<file path="config.mk">
export PLATFORM = sky130hd
export DESIGN_NAME = execute_stage
export DESIGN_NICKNAME = d
export VERILOG_FILES = /design/src/rtl/y86_pkg.sv /design/src/rtl/alu.sv /design/src/rtl/cond_eval.sv /design/src/rtl/execute_stage.sv
export SDC_FILE = /design/constraint.sdc
export NUM_CORES = 1
export LEC_CHECK = 0
export ABC_AREA = 1
export BUFFER_PORTS_ARGS = -buffer_cell sky130_fd_sc_hd__buf_2
export CORE_AREA = 8 8 183 271
export DETAILED_ROUTE_END_ITERATION = 12
export DIE_AREA = 0 0 191 279
export MAX_ROUTING_LAYER = met4
export PLACE_DENSITY = 0.58
export SYNTH_ARGS = -nofsm -noshare
export SYNTH_HDL_FRONTEND = slang
export SYNTH_SLANG_ARGS = --single-unit
</file>
<file path="constraint.sdc">
create_clock -name clk -period 5 [get_ports clk]
set_input_delay 0.25 -clock clk [delete_from_list [all_inputs] [get_ports clk]]
set_output_delay 0.25 -clock clk [all_outputs]
set_load 0.01 [all_outputs]
</file>
<file path="src/rtl/y86_pkg.sv">
// Shared Y86 encodings for the execute stage: instruction/function codes, status codes,
// ALU opcodes, the "no register" id and an ifun range check for the non-conditional icodes.
package y86_pkg;

  localparam logic [3:0] I_HALT   = 4'h0;
  localparam logic [3:0] I_NOP    = 4'h1;
  localparam logic [3:0] I_RRMOVQ = 4'h2;
  localparam logic [3:0] I_IRMOVQ = 4'h3;
  localparam logic [3:0] I_RMMOVQ = 4'h4;
  localparam logic [3:0] I_MRMOVQ = 4'h5;
  localparam logic [3:0] I_OPQ    = 4'h6;
  localparam logic [3:0] I_JXX    = 4'h7;
  localparam logic [3:0] I_CALL   = 4'h8;
  localparam logic [3:0] I_RET    = 4'h9;
  localparam logic [3:0] I_PUSH   = 4'hA;
  localparam logic [3:0] I_POP    = 4'hB;

  localparam logic [3:0] F_OPQ_MAX  = 4'h3;
  localparam logic [3:0] F_COND_MAX = 4'h6;

  localparam logic [3:0] RNONE = 4'hF;

  typedef enum logic [2:0] {
    STAT_AOK = 3'd1,
    STAT_HLT = 3'd2,
    STAT_INS = 3'd4
  } stat_t;

  typedef enum logic [1:0] {
    ALU_ADD = 2'd0,
    ALU_SUB = 2'd1,
    ALU_AND = 2'd2,
    ALU_XOR = 2'd3
  } alu_op_t;

  // Conditional icodes (RRMOVQ/JXX) are range-checked by cond_eval, so they pass here.
  function automatic logic ifun_ok(input logic [3:0] icode, input logic [3:0] ifun);
    case (icode)
      I_OPQ:            ifun_ok = (ifun <= F_OPQ_MAX);
      I_RRMOVQ, I_JXX:  ifun_ok = 1'b1;
      I_HALT, I_NOP, I_IRMOVQ, I_RMMOVQ, I_MRMOVQ,
      I_CALL, I_RET, I_PUSH, I_POP: ifun_ok = (ifun == 4'h0);
      default:          ifun_ok = 1'b0;
    endcase
  endfunction

endpackage

</file>
<file path="src/rtl/alu.sv">
// Four-function 64-bit ALU, purely combinational: y = a op b (sub is a - b).
// No state, no handshake; the caller decides operand order.
module alu
  import y86_pkg::*;
(
  input  logic [63:0] a,
  input  logic [63:0] b,
  input  alu_op_t     op,
  output logic [63:0] y
);

  always_comb begin
    y = '0;
    case (op)
      ALU_ADD: y = a + b;
      ALU_SUB: y = a - b;
      ALU_AND: y = a & b;
      ALU_XOR: y = a ^ b;
      default: y = '0;
    endcase
  end

endmodule

</file>
<file path="src/rtl/cond_eval.sv">
// Combinational Y86 branch/cmov condition from ifun and the current flags.
// Zero latency; valid drops for ifun codes that name no condition.
module cond_eval (
  input  logic [3:0] ifun,
  input  logic       zf,
  input  logic       sf,
  input  logic       of,
  output logic       cnd,
  output logic       valid
);

  always_comb begin
    cnd   = 1'b0;
    valid = 1'b1;
    case (ifun)
      4'h0:    cnd = 1'b1;
      4'h1:    cnd = (sf ^ of) | zf;
      4'h2:    cnd = sf ^ of;
      4'h3:    cnd = zf;
      4'h4:    cnd = !zf;
      4'h5:    cnd = !(sf ^ of);
      4'h6:    cnd = !(sf ^ of) && !zf;
      default: valid = 1'b0;
    endcase
  end

endmodule

</file>
<file path="src/rtl/execute_stage.sv">
// Y86 execute stage: ALU, condition codes and cnd, one register stage (latency 1); stalls
// upstream while a result waits on out_ready, stops after HALT/INS. EXEC_PERF_EN adds counters.
module execute_stage
  import y86_pkg::*;
(
  input  logic        clk,
  input  logic        rst,
  input  logic        in_valid,
  output logic        in_ready,
  input  logic [3:0]  in_icode,
  input  logic [3:0]  in_ifun,
  input  logic [63:0] in_valA,
  input  logic [63:0] in_valB,
  input  logic [63:0] in_valC,
  input  logic [3:0]  in_dstE,
  input  logic        cc_inhibit,
  output logic        out_valid,
  input  logic        out_ready,
  output logic [63:0] out_valE,
  output logic        out_cnd,
  output logic [3:0]  out_dstE,
  output logic [3:0]  out_icode,
  output logic [2:0]  out_stat,
  output logic        cc_zf,
  output logic        cc_sf,
  output logic        cc_of
`ifdef EXEC_PERF_EN
  ,
  output logic [31:0] perf_insn_cnt,
  output logic [31:0] perf_stall_cnt
`endif
);

  typedef enum logic {S_RUN, S_HALT} state_t;

  state_t      state, state_next;
  logic        xfer;
  logic [63:0] alu_a, alu_b, alu_y;
  alu_op_t     alu_op;
  logic        of_new;
  logic        cond_cnd, cond_valid;
  logic        is_cond_icode, cnd, invalid, stop, cc_we;
  stat_t       stat_next;
  logic [3:0]  dst_next;

  assign in_ready = (state == S_RUN) && (!out_valid || out_ready);
  assign xfer     = in_valid && in_ready;

  always_comb begin
    alu_a = '0;
    alu_b = '0;
    case (in_icode)
      I_RRMOVQ: alu_a = in_valA;
      I_OPQ: begin
        alu_a = in_valA;
        alu_b = in_valB;
      end
      I_IRMOVQ: alu_a = in_valC;
      I_RMMOVQ, I_MRMOVQ: begin
        alu_a = in_valC;
        alu_b = in_valB;
      end
      I_CALL, I_PUSH: begin
        alu_a = 64'hFFFF_FFFF_FFFF_FFF8;
        alu_b = in_valB;
      end
      I_RET, I_POP: begin
        alu_a = 64'd8;
        alu_b = in_valB;
      end
      default: ;
    endcase
  end

  assign alu_op = (in_icode == I_OPQ) ? alu_op_t'(in_ifun[1:0]) : ALU_ADD;

  // Operand order makes the subtract come out as valB - valA.
  alu u_alu (
    .a  (alu_b),
    .b  (alu_a),
    .op (alu_op),
    .y  (alu_y)
  );

  always_comb begin
    of_new = 1'b0;
    case (alu_op)
      ALU_ADD: of_new = (alu_a[63] == alu_b[63]) && (alu_y[63] != alu_a[63]);
      ALU_SUB: of_new = (alu_a[63] != alu_b[63]) && (alu_y[63] != alu_b[63]);
      default: of_new = 1'b0;
    endcase
  end

  cond_eval u_cond (
    .ifun  (in_ifun),
    .zf    (cc_zf),
    .sf    (cc_sf),
    .of    (cc_of),
    .cnd   (cond_cnd),
    .valid (cond_valid)
  );

  assign is_cond_icode = (in_icode == I_JXX) || (in_icode == I_RRMOVQ);
  assign cnd           = is_cond_icode && cond_cnd;
  assign invalid       = is_cond_icode ? !cond_valid : !ifun_ok(in_icode, in_ifun);
  assign stop          = invalid || (in_icode == I_HALT);
  assign stat_next     = invalid ? STAT_INS : ((in_icode == I_HALT) ? STAT_HLT : STAT_AOK);
  assign dst_next      = ((in_icode == I_RRMOVQ) && !cnd) ? RNONE : in_dstE;
  assign cc_we         = xfer && (in_icode == I_OPQ) && !invalid && !cc_inhibit;

  always_ff @(posedge clk) begin
    if (rst) state <= S_RUN;
    else     state <= state_next;
  end

  always_comb begin
    state_next = state;
    case (state)
      S_RUN:   if (xfer && stop) state_next = S_HALT;
      S_HALT:  state_next = S_HALT;
      default: state_next = S_RUN;
    endcase
  end

  always_ff @(posedge clk) begin
    if (rst) begin
      out_valid <= 1'b0;
      out_valE  <= '0;
      out_cnd   <= 1'b0;
      out_dstE  <= RNONE;
      out_icode <= I_NOP;
      out_stat  <= STAT_AOK;
      cc_zf     <= 1'b1;
      cc_sf     <= 1'b0;
      cc_of     <= 1'b0;
    end else begin
      if (xfer) begin
        out_valid <= 1'b1;
        out_valE  <= alu_y;
        out_cnd   <= cnd;
        out_dstE  <= dst_next;
        out_icode <= in_icode;
        out_stat  <= stat_next;
      end else if (out_ready) begin
        out_valid <= 1'b0;
      end
      if (cc_we) begin
        cc_zf <= (alu_y == 64'd0);
        cc_sf <= alu_y[63];
        cc_of <= of_new;
      end
    end
  end

`ifdef EXEC_PERF_EN
  always_ff @(posedge clk) begin
    if (rst) begin
      perf_insn_cnt  <= '0;
      perf_stall_cnt <= '0;
    end else begin
      if (xfer)                    perf_insn_cnt  <= perf_insn_cnt + 32'd1;
      if (out_valid && !out_ready) perf_stall_cnt <= perf_stall_cnt + 32'd1;
    end
  end
`endif

endmodule

</file>
==> results of run 1 <==
-- cell families (layout without fill, tap and decap cells) --
kind of cell,after synthesis,after routing,synth area share [%]
buffers and inverters,629,1407,17.11
other,0,1,0
adders and majority gates,126,126,10.99
DFF,81,81,11.25
xor gates and xnor gates,65,65,3.951
AOI/OAI and AO/OA,468,468,20.45
and+or+nand+nor,1227,1227,36.24
-- final timing paths --
check                                                 to  cells past startpoint
worst min-delay path            out_dstE[1]$_SDFFE_PP1P_                      3
worst max-delay path                  cc_zf$_SDFFE_PP1P_                     36
worst min register to register  out_stat[2]$_SDFFE_PP0P_                      2
worst max register to register        cc_zf$_SDFFE_PP1P_                     18
-- sequential cells by signal, summed over array words and instances (netlist names) --
name	cells
cc_of	1
cc_sf	1
cc_zf	1
out_cnd	1
out_dstE	4
out_icode	4
out_stat	3
out_valE	64
out_valid	1
state	1
-- repair_timing --
item                                    CTS  global route
endpoints found under the setup margin    4            26
hold endpoints to repair                  0             0
pin swaps                                 2            54
resized for setup                        17           193
gates cloned                              0             2
setup buffers                             0            10
-- Yosys cell counts (2+ instances only) --
cell type,count
nand2_1,603
inv_1,538
nor2_1,313
nand3_1,200
a21oi_1,135
o21ai_0,132
ha_1,125
dfxtp_1,81
xor2_1,63
o21bai_1,52
a22o_1,44
clkbuf_1,38
o211ai_1,29
a21oi_2,27
nand4_1,24
nor3_1,18
inv_2,16
nand3b_1,16
buf_1,12
buf_2,12
nor2_2,11
a31oi_1,9
a21o_1,8
nand2_2,8
or2_2,8
buf_6,7
o21ai_1,7
o22ai_1,7
nor4_1,6
a21oi_4,5
a21boi_0,4
nand2_4,4
nand3_2,4
nor2_4,4
nor3_2,4
o21a_1,3
and2_1,2
buf_4,2
xnor2_1,2
-- layout make-up --
cell class | count | share of cell area [%]
Inverter | 555 | 9.682
Antenna cell | 1 | 0.01162
Clock buffer | 9 | 1.046
Sequential cell | 81 | 7.532
Clock inverter | 7 | 0.3429
Multi-Input combinational cell | 1886 | 51.61
Timing Repair Buffer | 836 | 26.36
Tap cell | 588 | 3.417
-- routing by layer --
layer  wire length [um]  vias up
li1                   -     9781
met1              27890     8894
met2              39900      684
met3               3632      263
met4               7471        0
met5                  0        -
-- report_power, final --
| group | switching [mW] | internal [mW] | leakage [nW] |
|---|---|---|---|
| Combinational | 1.51 | 1.07 | 12.0 |
| Sequential | 0.0349 | 0.714 | 0.670 |
| Clock | 0.331 | 0.353 | 0.140 |
| Total | 1.87 | 2.14 | 12.8 |
-- worst max-delay path: cells and delay by family --
kind | cells | cell delay (ns)
AOI/OAI and AO/OA | 7 | 0.91
xor gates and xnor gates | 2 | 0.49
buffers and inverters | 7 | 0.94
adders and majority gates | 1 | 0.31
and+or+nand+nor | 19 | 2.18
==> impl_metrics.yaml, run 1 <==
run_status:
  outcome: "complete, no violations"
drt:
  drc: 0
  ant_nets: 0
  vias: 19622
  first_iter_violations: 1187
  routedWlPerCell_um: 19.91
  vias_per_cell: 4.951
  first_pass_iters: 8
  wl_mm: 78.90
worst_setup_path:
  r2r_setup_slack_ns: 2.19
  cp_slowest_cell: "ha_1"
  crit_type: "in -> reg"
  crit_path_start_kind: "input pin"
  worstPathArrival_ns: 5.10
  cp_common_cell: "buf_4"
  reg2reg_from: "out_valid$_SDFFE_PP0P_"
  setup.worst_path.end_class: "register"
  cp-startpoint: "in_icode[3]"
  required_ns: 5.28
  cp_slowest_stage_delay_ns: 0.31
  worstPathMaxFanout: 8
floorplanning:
  dieArea_um2: 53290
  design.core.area_um2: 45520
  start_util_pct: 31.65
  die_x_um: 191
  die_y_um: 279
  row_count: 96
  io_pins: 290
grt:
  grt_usage_pct: 28.98
  grt_first_pass_wirelength_mm: 113.9
  use_met1_pct: 28.30
  grt_pass1_vias: 19614
  antenna_found_initial: 2
  met3_usage_pct: 3.472
  grt_max_degree: 57
  grt-ovfl-total: 0
  gr-max-usage-layer: "met2"
  met2_usage_pct: 51.87
synthesis:
  synth_edf_count: 0
  ys_async_sr_fraction_pct: 0
  syn_area_um2: 14410
  synthCells: 2596
  synth_top_area_share_pct: 15.71
  seq_area_frac_synth_pct: 11.25
  postSynthAreaPerCell_um2: 5.550
  synth_cell_type_count: 52
  ys_warn_count: 0
  synth.largest_area_cell: "nand2_1"
  synthTopCellsByArea: "nand2_1, inv_1, dfxtp_1, ha_1, nor2_1"
  ys_ff_latch: 81
  ys.flop_type: "dfxtp_1"
  syn_nets: 2931
timing:
  fin_crit_sh_pct: 96.24
  max_freq_mhz: 207.8
  slew_headroom_pct: 39.78
  setup_violations: 0
  fin_worst_skew_ns: 0.01703
  finalSetupTns_ns: 0
  finalHoldViolCount: 0
  fin_ws_ns: 0.1878
  worst_pin_slew_ns: 0.9012
  hold_ws_ns: 0.1107
  drv_slew: 0
  period_minus_slack_ns: 4.812
run:
  drv_cap: 0
power:
  peakVddDrop_v: 0.0001367
  p_leak_nw: 12.82
  pwr_density_cell_nw_per_um2: 186.5
  power.total_mw: 4.015
hold_path:
  min_from: "in_dstE[1]"
  hp-class: "in -> reg"
cells_and_area:
  multi_input_comb_area_um2: 11110
  syn_to_final_growth_pct: 49.43
  register_area_um2: 1622
  nNetsFinal: 3704
  design_area_um2: 21530
  final_cell_mix: "nand2_1, buf_4, inv_1"
  final_cells: 3963
  layout_commonest_cell: "nand2_1"
  drive_above_1_share_pct: 32.72
  final_util_pct: 47.29
  fillers: 5030
placement:
  placed_area_um2: 20320
  dp_hpwl_mm: 68.04
  pre_cts_ws_ns: -0.6475
  placed_cells: 3934
  portBuffers: 289
  place.gp.congestion: 1.102
clock_tree:
  cts_buffers: 9
  cts_tree: "yes"
  clkLatencyLatePin_ns: 0.35
  path_clk_slew_ns: 0.08
  htree_levels: 3
  cts-root-buf: "clkbuf_16"
  cts_hold_buf: 0
  clock_path_buffers: 2
  cts.sinks: 81
Power figures use the tool's default switching activity.
==> run 2: changes to the inputs <==
--- a/config.mk
+++ b/config.mk
@@ -8,6 +8,7 @@
 export ABC_AREA = 1
 export BUFFER_PORTS_ARGS = -buffer_cell sky130_fd_sc_hd__buf_2
 export CORE_AREA = 8 8 183 271
+export CTS_BUF_LIST = sky130_fd_sc_hd__clkbuf_8
 export DETAILED_ROUTE_END_ITERATION = 12
 export DIE_AREA = 0 0 191 279
 export MAX_ROUTING_LAYER = met4
==> run 2 against run 1 <==
  * Clock power is 26% lower
  * Global-route usage about the same
  * Cell count barely moved
  * Highest routed layer unchanged
  * Combinational power hardly changed
  * Power fell by 4.8%
==> impl_metrics.yaml, run 2 (synthesis results as in run 1) <==
worst_setup_path:
  crit_path_start_kind: "input pin"
  r2r-end: "cc_zf$_SDFFE_PP1P_"
  critPathBufInv: 8
  required_ns: 5.31
  reg2reg_from: "out_valid$_SDFFE_PP0P_"
  setup.worst_path.end_class: "register"
  worstPathArrival_ns: 5.15
  cp_slowest_stage_delay_ns: 0.38
  worstRegToRegCells: 18
  crit_family: "simple AND/OR/NAND/NOR gates"
  path_depth: 37
  r2r_setup_slack_ns: 2.18
  cp_common_cell: "nand2_1"
  crit_type: "in -> reg"
  cp-startpoint: "in_icode[0]"
  cp_slowest_cell: "ha_1"
  worstPathMaxFanout: 8
  critical_path.endpoint: "cc_zf$_SDFFE_PP1P_"
cells_and_area:
  top_regs: "out_valE (64), out_dstE (4), out_icode (4)"
  layout_commonest_cell: "nand2_1"
  syn_to_final_growth_pct: 47.82
  largest_reg_flops: 64
  drive_above_1_share_pct: 32.10
  nNetsFinal: 3701
  final_cell_mix: "nand2_1, buf_4, inv_1"
  top_register: "out_valE"
drt:
  vias_per_cell: 4.940
  wl_met1_mm: 28.22
  routedWlPerCell_um: 19.86
  ant_nets: 0
  maxUsedRoutingLayer: "met4"
  wl_met3_mm: 3.329
  wl_mm: 78.66
  first_pass_iters: 7
  vias: 19562
  drc: 0
  met2_length_mm: 39.70
  first_iter_violations: 1091
grt:
  grt-ovfl-total: 0
  antenna_found_initial: 2
  grt_first_pass_wirelength_mm: 113.7
  grt_usage_pct: 28.93
  grt_max_degree: 57
  grt_pass1_vias: 19582
power:
  seq_power_share_pct: 19.6
  switchingPower_mw: 1.846
  pwr_density_cell_nw_per_um2: 179.4
  p_leak_nw: 12.74
  p_comb_share_pct: 67.1
  p_clk_share_pct: 13.3
  switching_share_pct: 48.30
  intPower_mw: 1.975
  peakVddDrop_v: 0.0001110
timing:
  hold_ws_ns: 0.07160
  period_minus_slack_ns: 4.834
  finalHoldViolCount: 0
  fin_crit_sh_pct: 96.68
  fin_ws_ns: 0.1661
  drv_slew: 0
  setup_violations: 0
  worst_pin_slew_ns: 0.9164
  fin_worst_skew_ns: 0.02325
  max_freq_mhz: 206.9
  slew_headroom_pct: 38.76
floorplanning:
  dieArea_um2: 53290
  io_pins: 290
  die_x_um: 191
  die_y_um: 279
  design.core.area_um2: 45520
  start_util_pct: 31.65
  row_count: 96
clock_tree:
  cts.sinks: 81
  htree_levels: 3
  clock_path_buffers: 2
  path_clk_slew_ns: 0.11
  cts-root-buf: "clkbuf_8"
  cts_buffers: 9
  clkLatencyLatePin_ns: 0.39
  cts_tree: "yes"
placement:
  pre_cts_ws_ns: -0.6475
  place.gp.congestion: 1.102
  portBuffers: 289
  dp_hpwl_mm: 68.04
run_status:
  outcome: "complete, no violations"
hold_path:
  hp-class: "in -> reg"
run:
  drv_cap: 0
[run 2: area by class of cell]
| cell class | instances | area [um2] |
|---|---|---|
| Clock inverter | 7 | 73.82 |
| Timing Repair Buffer | 833 | 5625 |
| Clock buffer | 9 | 123.9 |
| Multi-Input combinational cell | 1886 | 11030 |
| Fill cell | 5063 | 24230 |
| Tap cell | 588 | 735.7 |
| Antenna cell | 1 | 2.502 |
| Inverter | 555 | 2085 |
| Sequential cell | 81 | 1622 |
[run 2: worst min-delay path: stages]
cell,delay (ns)
buf_2,0.07
o22ai_1,0.06
nand2_1,0.05
[run 2: worst min-delay path by stage]
stage / depth (start not counted) / endpoint / from / slack [ns]
2_1_floorplan: 1 / out_icode[1]$_SDFFE_PP0P_ / rst / 0.32
3_3_place_gp: 2 / out_icode[1]$_SDFFE_PP0P_ / out_icode[1]$_SDFFE_PP0P_ / 0.45
3_5_place_dp: 2 / out_stat[2]$_SDFFE_PP0P_ / out_stat[2]$_SDFFE_PP0P_ / 0.46
4_1_cts: 3 / out_dstE[3]$_SDFFE_PP1P_ / in_dstE[3] / 0.05
5_1_grt: 3 / out_dstE[3]$_SDFFE_PP1P_ / in_dstE[3] / 0.08
6_report: 3 / out_dstE[1]$_SDFFE_PP1P_ / in_dstE[1] / 0.07
[run 2: power by group through the flow]
| stage | Sequential (mW) | Clock [mW] | Combinational, mW |
|---|---|---|---|
| 6_report | 0.749 | 0.507 | 2.56 |
| 4_1_cts | 0.749 | 0.514 | 2.45 |
| 2_1_floorplan | 0.793 | 0 | 1.11 |
| 5_1_grt | 0.756 | 0.542 | 2.76 |
| 3_3_place_gp | 0.762 | 0 | 2.43 |
| 3_5_place_dp | 0.762 | 0 | 2.43 |
[run 2: routing by layer]
metal / vias up / GRT usage [%]
met5: - / -
met4: 0 / 22.59
met3: 258 / 3.122
met2: 664 / 51.49
met1: 8869 / 28.26
li1: 9771 / -
[run 2: stage by stage]
| stage | setup TNS (ns) | area, um2 | utilization, % | std cells | power [mW] |
|---|---|---|---|---|---|
| after floorplan | 0 | 14410 | - | 2596 | 1.898 |
| after global placement | -5.082 | 20320 | 44.64 | 3934 | 3.190 |
| after detailed placement | -5.175 | 20320 | 44.64 | 3934 | 3.193 |
| after CTS | 0 | 20550 | 45.15 | 3950 | 3.708 |
| after global routing | -0.1083 | 21300 | 46.78 | 3960 | 4.054 |
| final | 0 | 21300 | 46.78 | 3960 | 3.821 |
[run 2: repair_timing]
item | 4_1_cts | 5_1_grt
cloned | 0 | 1
hold buffers | 0 | 0
setup buffers | 0 | 8
gates resized for setup | 15 | 167
pin swaps | 2 | 41
hold endpoints to repair | 0 | 0
setup endpoints to repair | 2 | 30
